**src/rtl/fetch_unit.sv**
```systemverilog
// Instruction-fetch front end: owns the PC, reads instruction + immediate from a
// synchronous ROM, issues them to the multicycle processor and waits for Done.
module fetch_unit #(
  parameter int          DATA_W  = 10,
  parameter int          ADDR_W  = 7,
  parameter logic [3:0]  MVI_OP  = 4'b0001,
  parameter int          TIMEOUT = 7
) (
  input  logic              Clock,
  input  logic              Clear,
  input  logic              Halt,
  output logic [ADDR_W-1:0] Mem_addr,
  input  logic [DATA_W-1:0] Mem_q,
  output logic [DATA_W-1:0] Din,
  output logic              Run,
  input  logic              Done,
  output logic [ADDR_W-1:0] Pc,
  output logic              Fault
);

  localparam int CNT_W = (TIMEOUT > 1) ? $clog2(TIMEOUT) : 1;

  typedef enum logic [2:0] {
    S_ADDR,
    S_INSTR,
    S_IMM,
    S_ISSUE,
    S_EXEC
  } state_t;

  state_t             state_reg, state_next;
  logic [ADDR_W-1:0]  pc_reg, pc_next;
  logic [DATA_W-1:0]  instr_reg, instr_next;
  logic [DATA_W-1:0]  imm_reg, imm_next;
  logic [DATA_W-1:0]  din_reg, din_next;
  logic [CNT_W-1:0]   cnt_reg, cnt_next;
  logic               fault_reg, fault_next;
  logic [ADDR_W-1:0]  mem_addr_next;

  logic is_mvi;
  logic timeout_hit;

  assign is_mvi      = (instr_reg[DATA_W-1 -: 4] == MVI_OP);
  assign timeout_hit = (cnt_reg == CNT_W'(TIMEOUT - 1));

  always_ff @(posedge Clock) begin
    if (Clear) begin
      state_reg <= S_ADDR;
      pc_reg    <= '0;
      instr_reg <= '0;
      imm_reg   <= '0;
      din_reg   <= '0;
      cnt_reg   <= '0;
      fault_reg <= 1'b0;
    end else begin
      state_reg <= state_next;
      pc_reg    <= pc_next;
      instr_reg <= instr_next;
      imm_reg   <= imm_next;
      din_reg   <= din_next;
      cnt_reg   <= cnt_next;
      fault_reg <= fault_next;
    end
  end

  always_comb begin
    state_next    = state_reg;
    pc_next       = pc_reg;
    instr_next    = instr_reg;
    imm_next      = imm_reg;
    din_next      = din_reg;
    cnt_next      = cnt_reg;
    fault_next    = fault_reg;
    mem_addr_next = pc_reg;

    case (state_reg)
      S_ADDR: begin
        if (!Halt) begin
          state_next = S_INSTR;
        end
      end
      S_INSTR: begin
        // Address the immediate slot now so it arrives during S_IMM.
        instr_next    = Mem_q;
        mem_addr_next = pc_reg + ADDR_W'(1);
        state_next    = S_IMM;
      end
      S_IMM: begin
        imm_next   = Mem_q;
        din_next   = instr_reg;
        state_next = S_ISSUE;
      end
      S_ISSUE: begin
        // Immediate goes on Din for the whole execute phase (processor step 1 onward).
        cnt_next   = '0;
        din_next   = imm_reg;
        state_next = S_EXEC;
      end
      S_EXEC: begin
        if (Done) begin
          pc_next    = pc_reg + (is_mvi ? ADDR_W'(2) : ADDR_W'(1));
          state_next = S_ADDR;
        end else if (timeout_hit) begin
          fault_next = 1'b1;
          pc_next    = pc_reg + ADDR_W'(1);
          state_next = S_ADDR;
        end else begin
          cnt_next = cnt_reg + CNT_W'(1);
        end
      end
      default: begin
        state_next = S_ADDR;
      end
    endcase
  end

  assign Mem_addr = mem_addr_next;
  assign Din      = din_reg;
  assign Run      = (state_reg == S_ISSUE);
  assign Pc       = pc_reg;
  assign Fault    = fault_reg;

endmodule

```
**config.mk**
```make
export PLATFORM = sky130hd
export DESIGN_NAME = fetch_unit
export DESIGN_NICKNAME = d
export VERILOG_FILES = /design/src/rtl/fetch_unit.sv
export SDC_FILE = /design/constraint.sdc
export NUM_CORES = 1
export LEC_CHECK = 0
export ABC_AREA = 1
export BUFFER_PORTS_ARGS = -buffer_cell sky130_fd_sc_hd__buf_2
export CORE_MARGIN = 3
export CORE_UTILIZATION = 62
export CTS_BUF_LIST = sky130_fd_sc_hd__clkbuf_4
export DETAILED_ROUTE_END_ITERATION = 10
export HOLD_SLACK_MARGIN = 0.02
export PLACE_DENSITY = 0.84
export REMOVE_ABC_BUFFERS = 1
export SKIP_CTS_REPAIR_TIMING = 1
export SLEW_MARGIN = 20
export SYNTH_ARGS = -nofsm -noshare
export SYNTH_HDL_FRONTEND = slang
export SYNTH_SLANG_ARGS = --single-unit
export TNS_END_PERCENT = 20
```
**constraint.sdc**
```tcl
create_clock -name Clock -period 2.9 [get_ports Clock]
set_input_delay 0.29 -clock Clock [delete_from_list [all_inputs] [get_ports Clock]]
set_output_delay 0.29 -clock Clock [all_outputs]
set_load 0.02 [all_outputs]
```
==> results.json <==
{
  "arrival_ps": 1880,
  "fin_worst_skew_ps": 5.40,
  "clock_sinks": 44,
  "min_to": "state_reg[0]",
  "fin_cells": 355,
  "drt_iter0_drc": 172,
  "vias": 1915,
  "hold_path_depth": 2,
  "clock_path_buffers": 2,
  "hold_start": "Halt",
  "area_growth_pct": 10.7,
  "post_drt_wl_per_cell_um": 13.1,
  "power.density_nw_per_um2": 509,
  "start_kind": "flip-flop",
  "status": "finished, final reports clean",
  "antenna-diode-count": 0,
  "drc": 0,
  "gp_congestion": 0.870,
  "r2r-end": "Pc[1]",
  "fmax_mhz": 461,
  "drive_gt1_frac": 0.265,
  "cp_max_fo": 11,
  "ant_nets": 0,
  "drv_slew": 0,
  "synthDistinctLibCells": 34,
  "dr.pass1.iters": 4,
  "synthFlopType": "dfxtp_1",
  "hold_path_class": "in2reg",
  "layout_common_cells": "44 x dfxtp_1, 43 x o21ai_0, 39 x buf_2",
  "die_h_um": 65.6,
  "synthesis.area_sq_um": 2200,
  "clk_latency_ps": 360,
  "tns_ps": 0,
  "path_class": "reg2out",
  "syn_inst": 275,
  "ys_seq_area_frac": 0.400,
  "layout_commonest_cell": "dfxtp_1",
  "first_global_vias": 1713,
  "overflow": 0,
  "cts.clk_slew.worst_paths_ps": 120,
  "cts_root_buf": "clkbuf_4",
  "max-cap-violations": 0,
  "slew_headroom": 0.674,
  "place.detailed.hpwl_um": 3170,
  "io_buffers": 39,
  "dp_cells": 347,
  "worstRegToRegCells": 9,
  "r2r_slack_ps": 800,
  "cts_tree": "done",
  "ys_warn_count": 0,
  "antenna_found_initial": 0,
  "die_x_um": 65.6,
  "ys_ff_latch": 44,
  "setup_viol": 0,
  "dieArea_sq_um": 4300,
  "worstMarginPinSlew_ps": 488,
  "fin_crit_ps": 2170,
  "cp.required_ps": 2610,
  "rsz0062_at_grt": "no",
  "viasPerCell": 5.39,
  "grt_pass1_wl_um": 7820,
  "htreeDepth": 2,
  "numCtsBuffers": 5,
  "core_sq_um": 3390,
  "fp-row-count": 21,
  "leakage_nw": 1.08,
  "grtUsageTotal": 0.233,
  "synth_edf_count": 0,
  "critPathCaptureType": "primary output",
  "wirelength_um": 4660,
  "reg2reg_from": "instr_reg[6]",
  "hold_viol": 0,
  "whs_ps": 117,
  "initial_core_util": 0.649,
  "period_share": 0.748,
  "vdd_ir_drop_max_mv": 0.392,
  "io_pins": 40,
  "avgSynthCellArea_sq_um": 8.00,
  "async_flop_share": 0,
  "grt_max_degree": 36,
  "nNetsFinal": 328
}
-- synth_stat cells, drive strengths merged (4+ instances only) --
library cell  number  area (sq um)
o21ai             46           234
dfxtp             44           881
inv               42           165
nand2             40           160
a21oi             30           158
nand3             17           108
nor2              14          65.1
buf               11          91.3
a221oi            10           150
ha                 5          62.6
xor2               5          43.8
clkbuf             4          20.0
-- worst max-delay path by stage --
stage                       startpoint     endpoint  slack, ps  depth (start not counted)
final                     state_reg[1]          Run        730                          5
after global placement    instr_reg[6]        Pc[1]        930                          9
after global routing             Pc[2]  Mem_addr[5]        620                          6
after detailed placement  instr_reg[6]        Pc[1]        830                          9
after CTS                 state_reg[1]          Run        730                          5
after floorplan           state_reg[0]  Mem_addr[4]       1020                          4
-- routing by layer --
layer  GRT usage  routed length, um  vias up
met4       0.101                 75        0
met3      0.0410                238        8
li1            -                  -      976
met2       0.377               2270       45
met5           0                  0        -
met1       0.305               2080      886
-- cell type report --
class | count | area [sq um]
Sequential cell | 44 | 881
Multi-Input combinational cell | 173 | 1040
Clock inverter | 3 | 42.5
Timing Repair Buffer | 41 | 210
Inverter | 43 | 170
Tap cell | 46 | 57.6
Clock buffer | 5 | 37.5
Fill cell | 283 | 952
-- cell families (layout without fill, tap and decap cells) --
logic type,after synthesis,in the layout,share of synthesized area
flops,44,44,0.400
buf+inv,58,92,0.128
compound gates,88,88,0.253
xor+xnor,5,5,0.0199
fa+ha+maj,6,6,0.0375
simple gates,74,74,0.161
-- stage by stage --
step                cell area, sq um   util  total power, W  worst slack, ps
finish                          2440  0.719         0.00124              730
global route                    2440  0.719         0.00130              618
global placement                2360  0.695        0.000864              934
detailed placement              2360  0.695        0.000871              829
CTS                             2440  0.719         0.00125              729
floorplan                       2090      -        0.000806             1020
-- where the power goes --
part	total, W	switching [W]	internal, W
clock	0.000381	0.000201	0.000180
sequential	0.000665	0.0000177	0.000647
combinational	0.000194	0.000133	0.0000613
total	0.00124	0.000352	0.000889
-- worst max-delay path, cell delays in order (launching register included) --
cell and delay [ps]:
dfxtp_1 390, inv_2 80, nor2_2 390, nand2_2 140, inv_2 280, buf_2 230
Note: power is estimated with default switching activity, not from simulation.
